**config.mk**
```make
export PLATFORM = sky130hd
export DESIGN_NAME = cnu_phi_scheduler_flat
export DESIGN_NICKNAME = d
export VERILOG_FILES = /design/src/rtl/cnu_pkg.sv /design/src/rtl/cnu_phi_scheduler_if.sv /design/src/rtl/cnu_phi_scheduler_lut.sv /design/src/rtl/cnu_phi_scheduler.sv /design/src/flat_wrapper.sv
export SDC_FILE = /design/constraint.sdc
export NUM_CORES = 1
export LEC_CHECK = 0
export BUFFER_PORTS_ARGS = -buffer_cell sky130_fd_sc_hd__buf_2
export CELL_PAD_IN_SITES_DETAIL_PLACEMENT = 0
export CELL_PAD_IN_SITES_GLOBAL_PLACEMENT = 1
export CORE_MARGIN = 5
export CORE_UTILIZATION = 30
export CTS_CLUSTER_DIAMETER = 80
export DETAILED_ROUTE_END_ITERATION = 6
export MAX_ROUTING_LAYER = met4
export PLACE_DENSITY_LB_ADDON = 0.05
export SYNTH_ARGS = -nofsm -noshare
export SYNTH_HDL_FRONTEND = slang
export SYNTH_SLANG_ARGS = --single-unit
```
**constraint.sdc**
```tcl
create_clock -name clk -period 15.45 [get_ports clk]
set_input_delay 2.3175 -clock clk [delete_from_list [all_inputs] [get_ports clk]]
set_output_delay 2.3175 -clock clk [all_outputs]
set_load 0.1 [all_outputs]
```
**src/rtl/cnu_pkg.sv**
```systemverilog
// Shared definitions for the serial check-node unit: default widths, FSM states, saturation helper.
// Latency: n/a (types and constant functions only).
// Backpressure: n/a.
package cnu_pkg;

    localparam int CNU_DC_MAX = 8;   // maximum check-node degree (message buffer depth)
    localparam int CNU_MW     = 6;   // message magnitude width, phi LUT input code
    localparam int CNU_LW     = 4;   // phi LUT output code width

    typedef enum logic [1:0] {
        IDLE = 2'd0,
        LOAD = 2'd1,
        EMIT = 2'd2
    } cnu_state_e;

    // a - b clipped to [0, max_v]; the extrinsic phi sum can exceed the LUT input range
    function automatic int unsigned sat_sub(input int unsigned a,
                                            input int unsigned b,
                                            input int unsigned max_v);
        int unsigned r;
        r = (a > b) ? (a - b) : 0;
        return (r > max_v) ? max_v : r;
    endfunction

endpackage

```
**src/rtl/cnu_phi_scheduler_if.sv**
```systemverilog
// Handshake bundle between the CNU, the VN message memory (input side) and the CN->VN path.
// Latency: n/a (wires only).  Backpressure: in_valid/in_ready and out_valid/out_ready pairs.
// Optional: chk_ok exists only when CNU_PARITY_OUT_EN is defined.
// Ports: start/cfg_dc control, in_* message input, out_* extrinsic output, busy status.
interface cnu_phi_scheduler_if
    import cnu_pkg::*;
#(
    parameter int MW = CNU_MW
);
    logic          start;
    logic [3:0]    cfg_dc;
    logic          in_valid;
    logic          in_ready;
    logic          in_sign;
    logic [MW-1:0] in_mag;
    logic          out_valid;
    logic          out_ready;
    logic          out_sign;
    logic [MW-1:0] out_mag;
    logic          out_last;
    logic          busy;
`ifdef CNU_PARITY_OUT_EN
    logic          chk_ok;
`endif

    // master: the environment driving the CNU
    modport master (
        output start, cfg_dc, in_valid, in_sign, in_mag, out_ready,
        input  in_ready, out_valid, out_sign, out_mag, out_last, busy
`ifdef CNU_PARITY_OUT_EN
        , input chk_ok
`endif
    );

    // slave: the CNU itself
    modport slave (
        input  start, cfg_dc, in_valid, in_sign, in_mag, out_ready,
        output in_ready, out_valid, out_sign, out_mag, out_last, busy
`ifdef CNU_PARITY_OUT_EN
        , output chk_ok
`endif
    );

endinterface

```
**src/rtl/cnu_phi_scheduler_lut.sv**
```systemverilog
// phi(x) = log((1+e^-x)/(1-e^-x)) lookup; x code LSB 0.25, y code LSB 0.25, rounded, y clipped at 15.
// Latency: combinational.  Backpressure: none.
// Ports: x_i 6b magnitude code in, y_o 4b phi code out.
module cnu_phi_lut (
    input  logic [5:0] x_i,
    output logic [3:0] y_o
);
    always_comb begin
        y_o = 4'd0;                    // x >= 3.0: phi < 0.125, rounds to 0
        case (x_i)
            6'd0:  y_o = 4'd15;        // phi(0) is infinite, clipped
            6'd1:  y_o = 4'd8;
            6'd2:  y_o = 4'd6;
            6'd3:  y_o = 4'd4;
            6'd4:  y_o = 4'd3;
            6'd5:  y_o = 4'd2;
            6'd6:  y_o = 4'd2;
            6'd7:  y_o = 4'd1;
            6'd8:  y_o = 4'd1;
            6'd9:  y_o = 4'd1;
            6'd10: y_o = 4'd1;
            6'd11: y_o = 4'd1;
            default: y_o = 4'd0;
        endcase
    end
endmodule

```
**src/rtl/cnu_phi_scheduler.sv**
```systemverilog
// Serial sum-product check-node controller sharing one phi LUT between a load pass and an emit pass.
// Latency: dc accept cycles, then first out_valid one cycle after EMIT entry; 1 output/cycle after.
// Backpressure: in_ready only in LOAD; output register holds while out_valid & !out_ready.
// Ports: clk, rst (sync, active-high), bus (cnu_phi_scheduler_if.slave).
// Optional: CNU_PARITY_OUT_EN adds bus.chk_ok (= ~parity, qualified by out_last & out_valid).
module cnu_phi_scheduler
    import cnu_pkg::*;
#(
    parameter int DC_MAX = CNU_DC_MAX,
    parameter int MW     = CNU_MW,
    parameter int LW     = CNU_LW
)(
    input logic                clk,
    input logic                rst,
    cnu_phi_scheduler_if.slave bus
);
    localparam int AW = $clog2(DC_MAX * (2**LW - 1) + 1);
    localparam int IW = $clog2(DC_MAX);

    cnu_state_e    state_q;
    logic [3:0]    dc_q;
    logic [3:0]    dc_d;
    logic [IW-1:0] idx_q;
    logic [AW-1:0] acc_q;
    logic          parity_q;
    logic          sent_all_q;    // all dc outputs loaded, waiting for the final handshake
    logic          sign_buf_q [DC_MAX];
    logic [LW-1:0] phi_buf_q  [DC_MAX];
    logic          out_valid_q;
    logic          out_sign_q;
    logic          out_last_q;
    logic [MW-1:0] out_mag_q;
`ifdef CNU_PARITY_OUT_EN
    logic          chk_ok_q;
`endif

    logic [MW-1:0] lut_x;
    logic [LW-1:0] lut_y;
    logic          idx_last;
    logic          in_fire;
    logic          out_fire;
    logic          out_load;

    assign idx_last = (4'(idx_q) == dc_q - 4'd1);
    assign in_fire  = (state_q == LOAD) && bus.in_valid;
    assign out_fire = out_valid_q && bus.out_ready;
    assign out_load = (state_q == EMIT) && !sent_all_q && (!out_valid_q || bus.out_ready);

    always_comb begin
        dc_d = bus.cfg_dc;
        if (bus.cfg_dc < 4'd2)
            dc_d = 4'd2;
        else if (bus.cfg_dc > 4'(DC_MAX))
            dc_d = 4'(DC_MAX);
    end

    // LOAD converts incoming magnitudes; otherwise the LUT evaluates the extrinsic sum
    assign lut_x = (state_q == LOAD) ? bus.in_mag
                 : MW'(sat_sub(32'(acc_q), 32'(phi_buf_q[idx_q]), (2**MW) - 1));

    cnu_phi_lut u_lut (
        .x_i (lut_x),
        .y_o (lut_y)
    );

    always_ff @(posedge clk) begin
        if (rst) begin
            state_q     <= IDLE;
            dc_q        <= 4'd2;
            idx_q       <= '0;
            acc_q       <= '0;
            parity_q    <= 1'b0;
            sent_all_q  <= 1'b0;
            out_valid_q <= 1'b0;
            out_sign_q  <= 1'b0;
            out_last_q  <= 1'b0;
            out_mag_q   <= '0;
`ifdef CNU_PARITY_OUT_EN
            chk_ok_q    <= 1'b0;
`endif
            for (int i = 0; i < DC_MAX; i++) begin
                sign_buf_q[i] <= 1'b0;
                phi_buf_q[i]  <= '0;
            end
        end else begin
            case (state_q)
                IDLE: begin
                    if (bus.start) begin
                        state_q    <= LOAD;
                        dc_q       <= dc_d;
                        idx_q      <= '0;
                        acc_q      <= '0;
                        parity_q   <= 1'b0;
                        sent_all_q <= 1'b0;
                    end
                end
                LOAD: begin
                    if (in_fire) begin
                        sign_buf_q[idx_q] <= bus.in_sign;
                        phi_buf_q[idx_q]  <= lut_y;
                        acc_q             <= acc_q + AW'(lut_y);
                        parity_q          <= parity_q ^ bus.in_sign;
                        if (idx_last) begin
                            idx_q   <= '0;
                            state_q <= EMIT;
                        end else begin
                            idx_q <= idx_q + IW'(1);
                        end
                    end
                end
                EMIT: begin
                    if (out_load) begin
                        out_valid_q <= 1'b1;
                        out_mag_q   <= MW'(lut_y);
                        out_sign_q  <= parity_q ^ sign_buf_q[idx_q];
                        out_last_q  <= idx_last;
`ifdef CNU_PARITY_OUT_EN
                        chk_ok_q    <= idx_last & ~parity_q;
`endif
                        idx_q       <= idx_q + IW'(1);
                        if (idx_last)
                            sent_all_q <= 1'b1;
                    end else if (out_fire) begin
                        out_valid_q <= 1'b0;
                        out_last_q  <= 1'b0;
`ifdef CNU_PARITY_OUT_EN
                        chk_ok_q    <= 1'b0;
`endif
                        if (out_last_q)
                            state_q <= IDLE;
                    end
                end
                default: state_q <= IDLE;
            endcase
        end
    end

    assign bus.in_ready  = (state_q == LOAD);
    assign bus.busy      = (state_q != IDLE);
    assign bus.out_valid = out_valid_q;
    assign bus.out_sign  = out_sign_q;
    assign bus.out_mag   = out_mag_q;
    assign bus.out_last  = out_last_q;
`ifdef CNU_PARITY_OUT_EN
    assign bus.chk_ok    = chk_ok_q;
`endif

endmodule

```
**src/flat_wrapper.sv**
```systemverilog
// flat-port wrapper written by rule: the top's interface ports become plain ports
module cnu_phi_scheduler_flat import cnu_pkg::*;
#(
    parameter int DC_MAX = CNU_DC_MAX,
    parameter int MW     = CNU_MW,
    parameter int LW     = CNU_LW
)
  (clk, rst, bus_start, bus_cfg_dc, bus_in_valid, bus_in_sign, bus_in_mag, bus_out_ready, bus_in_ready, bus_out_valid, bus_out_sign, bus_out_mag, bus_out_last, bus_busy);
  cnu_phi_scheduler_if #(.MW(MW)) bus_i ();
  input logic clk;
  input logic rst;
  input wire logic [$bits(bus_i.start)-1:0] bus_start;
  input wire logic [$bits(bus_i.cfg_dc)-1:0] bus_cfg_dc;
  input wire logic [$bits(bus_i.in_valid)-1:0] bus_in_valid;
  input wire logic [$bits(bus_i.in_sign)-1:0] bus_in_sign;
  input wire logic [$bits(bus_i.in_mag)-1:0] bus_in_mag;
  input wire logic [$bits(bus_i.out_ready)-1:0] bus_out_ready;
  output wire logic [$bits(bus_i.in_ready)-1:0] bus_in_ready;
  output wire logic [$bits(bus_i.out_valid)-1:0] bus_out_valid;
  output wire logic [$bits(bus_i.out_sign)-1:0] bus_out_sign;
  output wire logic [$bits(bus_i.out_mag)-1:0] bus_out_mag;
  output wire logic [$bits(bus_i.out_last)-1:0] bus_out_last;
  output wire logic [$bits(bus_i.busy)-1:0] bus_busy;
  assign bus_i.start = bus_start;
  assign bus_i.cfg_dc = bus_cfg_dc;
  assign bus_i.in_valid = bus_in_valid;
  assign bus_i.in_sign = bus_in_sign;
  assign bus_i.in_mag = bus_in_mag;
  assign bus_i.out_ready = bus_out_ready;
  assign bus_in_ready = bus_i.in_ready;
  assign bus_out_valid = bus_i.out_valid;
  assign bus_out_sign = bus_i.out_sign;
  assign bus_out_mag = bus_i.out_mag;
  assign bus_out_last = bus_i.out_last;
  assign bus_busy = bus_i.busy;
  cnu_phi_scheduler #(.DC_MAX(DC_MAX), .MW(MW), .LW(LW)) u_core (.clk(clk), .rst(rst), .bus(bus_i));
endmodule
```
== Yosys cells after proc, flatten, opt, wreduce, memory -nomap -nowiden ==
Memories as Yosys holds them, arrays and structs flattened. A register that Yosys moved wholly into a read port is not among the register bits.
Cells that the tools add are included.
Storage, ports and cells
  bits in registers: 25
  latch bits: 0
  memory bits (writable): 40
  bits in read-only memories: 64
  output and inout port bits: 11
  memories: 3
Memories
  (name not given): depth 16, width 4, rd ports 1, clocked after Yosys merged registers in 0, write ports 0, line cnu_phi_scheduler_lut.sv:10  | case (x_i)
  u_core.phi_buf_q: depth 8, width 4, rd ports 1, clocked after Yosys merged registers in 1, write ports 8, line cnu_phi_scheduler.sv:28  | logic [LW-1:0] phi_buf_q [DC_MAX];
  u_core.sign_buf_q: depth 8, width 1, rd ports 1, clocked after Yosys merged registers in 1, write ports 8, line cnu_phi_scheduler.sv:27  | logic sign_buf_q [DC_MAX];
Cells by class
  $add $sub $neg: 4
  multipliers: 0
  div/mod/pow operators: 0
  $lt $le $gt $ge: 4
  eq/ne operators: 11
  shift-type cells: 0
  muxes and demuxes: 46
  bitwise operators: 2
  reductions and logical operators: 23
Operators with widths (number)
  $gt A32 B6 Y1 const B: 1
  $mux W32: 1
  $mux W3: 10
  $mux W1: 16
  $mux W4: 4
  $mux W7: 2
  $pmux W7 S2: 1
  $mux W2: 6
  $mux W6: 2
  $ne A2 B1 Y1 const B: 6
  $pmux W3 S3: 1
  $reduce_and A4 Y1: 2
  $reduce_bool A2 Y1: 4
  $sub A7 B4 Y8: 1
  $add A7 B4 Y7: 1
  $gt A7 B4 Y1: 1
  $pmux W2 S3: 1
  $reduce_and A2 Y1: 3
  $reduce_and A6 Y1: 1
  $eq A3 B4 Y1: 1
  $gt A4 B4 Y1 const B: 1
  $logic_and A1 B1 Y1: 4
  $logic_not A2 Y1: 2
  $lt A4 B2 Y1 const B: 1
  other kinds (13): 17

== Longest topological paths before layout ==
  depth in word-level cells: 10
  gate-level depth with buffers: 22
  mapped depth without buffers: 20

== Hierarchy ==
Synthesis repeated with hierarchy kept, for this count alone.
Unflattened totals
  cell total of the unflattened synthesis: 333
  area, all modules: 3681.0 sq um
Modules (own cells, without submodules)
  cnu_phi_scheduler: times used 1, cells each 320, area an instance 3579.7 sq um, sequential area each 1761.7 sq um
  cnu_phi_lut: times used 1, cells each 13, area an instance 101.3 sq um, sequential area each 0.0 sq um

== Least setup slack after synthesis ==
OpenSTA, ideal clock, no wires.
  path kind: register to register
  from: reg (tool-made name)
  to: reg u_core.acc_q[6]
  arrival time: 5399 ps
  required time: 15324 ps
  slack: 9925 ps
  cell stages (with the launch flop): 22
  buffers on the path: 2
  clock period less this slack: 5525 ps
  cell sequence: dfxtp_1 > buf_2 > mux4_2 > mux2_2 > ha_1 > fa_1 > and2b_1 > o221ai_2 > a211oi_4 > o32a_1 > clkbuf_1 > ha_1 > a21oi_1 > o221ai_2 > nor2_1 > ha_1 > fa_1 > a21o_1 > a21oi_1 > nor4_1 > xnor2_1 > nor2_1
RTL lines
  end signal, assigned: line cnu_phi_scheduler.sv:101  | acc_q <= acc_q + AW'(lut_y);
  end, declared: line cnu_phi_scheduler.sv:24  | logic [AW-1:0] acc_q;

==> run_results.csv <==
group,metric,value,unit
run_status,outcome,"finished clean",
critical_path,path_buf_inv,0,
cts,clk_path_buf_depth,2,
routing,vias_per_cell,4.991,
global_routing,antenna_found_initial,0,
critical_path,r2r-end,"u_core.acc_q[6]",
place,postPlaceCellArea,4085,sq um
power_and_ir_drop,ir_drop,0.00005100,V
yosys,synth_compound_area_frac,0.1375,
cts,tritoncts,"built",
routing,drtIter0Drc,234,
timing,setup_viol,0,
die,core,12520,sq um
routing,ant_nets,0,
die,die_w,122.8,microns
critical_path,r2r_cells,19,
critical_path,r2r_slack,9.13,ns
power_and_ir_drop,leakagePower,0.001646,uW
yosys,synthAdderAreaFrac,0.05971,
critical_path,crit_top_cell,"ha_1",
global_routing,grt.total_usage,0.1547,
yosys,synth_ff_type,"edfxtp_1",
yosys,yosys.area_share.simple,0.2001,
critical_path,crit_required,15.66,ns
final_layout,fill_cells,1293,
critical_path,path_cells,"mux4_2 -> mux2_2 -> ha_1 -> fa_1 -> and2b_1 -> o221ai_2 -> a211oi_4 -> o32a_1 -> ha_1 -> a21oi_1 -> o221ai_2 -> nor2_1 -> ha_1 -> fa_1 -> a21o_1 -> a21oi_1 -> nor4_1 -> xnor2_1 -> nor2_1",
final_layout,fin_area,4439,sq um
die,fp-row-count,41,
flow_run,max-cap-violations,0,
yosys,ys_ff_latch,68,
timing,drv_slew,0,
routing,post-route-drc-count,0,
cts,htree_levels,3,
yosys,ys_seq_area_frac,0.4619,
timing,min_period,6.322,ns
yosys,synth_largest_area_cell,"edfxtp_1",
yosys,synth_top_area_share,0.3150,
global_routing,grt_first_pass_wirelength,16450,microns
hold_path,hold_class,"flip-flop to flip-flop",
yosys,synth_mux_area_frac,0.07644,
timing,worst_pin_slew,1.007,ns
critical_path,endpoint,"u_core.acc_q[6]",
die,ioPinCount,27,
yosys,synthArstFlopShare,0,
yosys,synth-edff-count,40,
place,gp_congestion,0.7771,
die,start_util,0.3047,
cts,cts_setup_buffers,0,
critical_path,worst-path-stages,19,
timing,max_freq,0.1582,GHz
global_routing,grt_max_degree,35,
power_and_ir_drop,power.density,158.7,nW/um^2
yosys,syn-instance-count,353,
timing,fin_skew,0.005975,ns
final_layout,nets,408,
global_routing,overflow,0,
critical_path,worst_path_max_delay_cell,"dfxtp_1",
cts,postCtsHoldBufs,0,
yosys,syn-cell-area,3814,sq um
place,hpwl,7596,microns
critical_path,arrival,6.53,ns
cts,cts_root_buf,"clkbuf_16",
cts,cts.sinks,68,
yosys,synth.most_common_cell,"edfxtp_1",
yosys,synth_commonest_cells,"edfxtp_1 (40), nor2_1 (33), dfxtp_1 (28), nor3_1 (28)",
yosys,synth-xor-area-share,0.02986,
yosys,synth_cell_type_count,66,
critical_path,setup.worst_path.class,"flip-flop to flip-flop",
routing,wl,10500,microns
yosys,synth_area_leaders,"edfxtp_1 (31%), dfxtp_1 (15%), mux4_2 (5.9%)",
cts,cts_resized,0,
cts,clock_latency,0.34,ns
critical_path,path_delay_family,"compound AO/OA/AOI/OAI gates",
final_layout,multi_input_area,1928,sq um
critical_path,critPathLaunchType,"flip-flop",
critical_path,end_kind,"flip-flop",
final_layout,seqCellArea,1762,sq um
final_layout,drive_gt1_frac,0.1953,
yosys,synth_top_family_by_area,"simple AND/OR/NAND/NOR gates",
timing,period_share,0.4092,
cts,clk_pin_slew,0.05,ns
timing,fin_setup_tns,0,ns
yosys,synth_warnings,0,
timing,finalWorstSetupSlack,9.128,ns
cts,numCtsBuffers,9,
timing,relSlewSlack,0.3271,
critical_path,critPathMaxFanout,12,
place,place_ws,9.083,ns
timing,hold_violations,0,
global_routing,grt_pass1_vias,2735,
routing,firstDrtPassIters,4,
die,die_h,122.8,microns
timing,rsz0062_at_grt,"false",
timing,whs,0.4844,ns
die,die_area,15070,sq um
final_layout,diodes,0,
yosys,avgSynthCellArea,10.80,sq um
routing,routedWlPerCell,19.06,microns
place,io_buffers,24,
final_layout,post-route-util,0.3547,
routing,vias,2750,
final_layout,synthToLayoutAreaGrowth,16.40,%
critical_path,critical_path.max_stage_delay,0.78,ns
[tightest hold or removal path, delay by kind of cell (launching register included)]
kind	cells	cell delay, ns
flops	1	0.32
compound gates	1	0.05
simple gates	1	0.06
[how the worst min path moves through the flow]
stage                   startpoint                   to  slack, ns  cells after the start
6_report            u_core.dc_q[3]       u_core.dc_q[3]       0.48                      2
3_3_place_gp   u_core.bus.out_sign  u_core.bus.out_sign       0.47                      2
5_1_grt             u_core.dc_q[3]       u_core.dc_q[3]       0.51                      2
4_1_cts        u_core.bus.out_sign  u_core.bus.out_sign       0.49                      2
3_5_place_dp   u_core.bus.out_sign  u_core.bus.out_sign       0.47                      2
2_1_floorplan       u_core.dc_q[3]       u_core.dc_q[3]       0.45                      2
[through the flow]
| step | power [uW] | cells |
|---|---|---|
| 2_1_floorplan | 399.9 | 354 |
| 4_1_cts | 712.7 | 551 |
| 3_3_place_gp | 460.5 | 536 |
| 3_5_place_dp | 459.3 | 536 |
| 5_1_grt | 740.7 | 551 |
| 6_report | 704.4 | 551 |
[kinds of logic after synthesis]
family | after synthesis
AO/OA/AOI/OAI | 67
XOR/XNOR | 13
adder cells (fa/ha/maj) | 17
buffers and inverters | 29
flip-flops | 68
multiplexers | 16
other | 1
AND/OR/NAND/NOR | 142
[flip-flops by register name, indices dropped and copies added, names as in the netlist, named ones only]
name	cells
u_core.idx_q	3
u_core.bus.out_mag	4
u_core.bus.out_last	1
u_core.state_q	2
u_core.bus.out_sign	1
u_core.sent_all_q	1
u_core.sign_buf_q	8
u_core.phi_buf_q	32
u_core.acc_q	7
u_core.bus.out_valid	1
u_core.dc_q	4
u_core.parity_q	1
[layer usage]
metal	GRT usage	vias up	routed length, microns	share of wire
met2	0.2347	52	4928	0.47
met3	0.02304	13	257	0.024
met5	-	-	0	0
met1	0.2039	1344	5087	0.48
li1	-	1341	-	-
met4	0.07208	0	227	0.022
[power by group]
part           switching (uW)  leakage [uW]  total, uW  internal, uW
clock network            76.7      0.000173        249           173
logic                     173      0.000834        247          74.4
registers                7.22      0.000640        208           201
[area by class of cell]
| cell class | count | area share |
|---|---|---|
| clock buffer | 10 | 0.05158 |
| clock inverter | 5 | 0.02818 |
| inverter | 14 | 0.01184 |
| multi-input combinational | 257 | 0.4343 |
| sequential | 68 | 0.3968 |
| tap | 172 | 0.04848 |
| timing repair buffer | 25 | 0.02875 |
[layout by cell type (no fill, tap or decap), types with 3 or more instances in the layout]
cell / Yosys / final
o31ai_1: 3 / 3
mux4_2: 10 / 10
mux2i_1: 4 / 4
xor2_1: 7 / 7
xnor2_1: 6 / 6
o22ai_1: 3 / 3
dfxtp_1: 28 / 28
ha_1: 15 / 15
nand3_1: 9 / 9
a22oi_1: 4 / 4
nor2_1: 33 / 33
nand2_1: 22 / 22
nor3_1: 28 / 28
nor3b_1: 3 / 3
nor2b_1: 6 / 6
bufinv_16: 0 / 4
nand2b_1: 15 / 15
nor3_2: 9 / 9
buf_2: 3 / 24
o21ai_0: 4 / 4
clkbuf_16: 0 / 9
inv_1: 12 / 12
nand3b_1: 3 / 3
edfxtp_1: 40 / 40
a21o_1: 3 / 3
a21oi_1: 22 / 22
No activity file was read; power rests on OpenSTA's default activity.
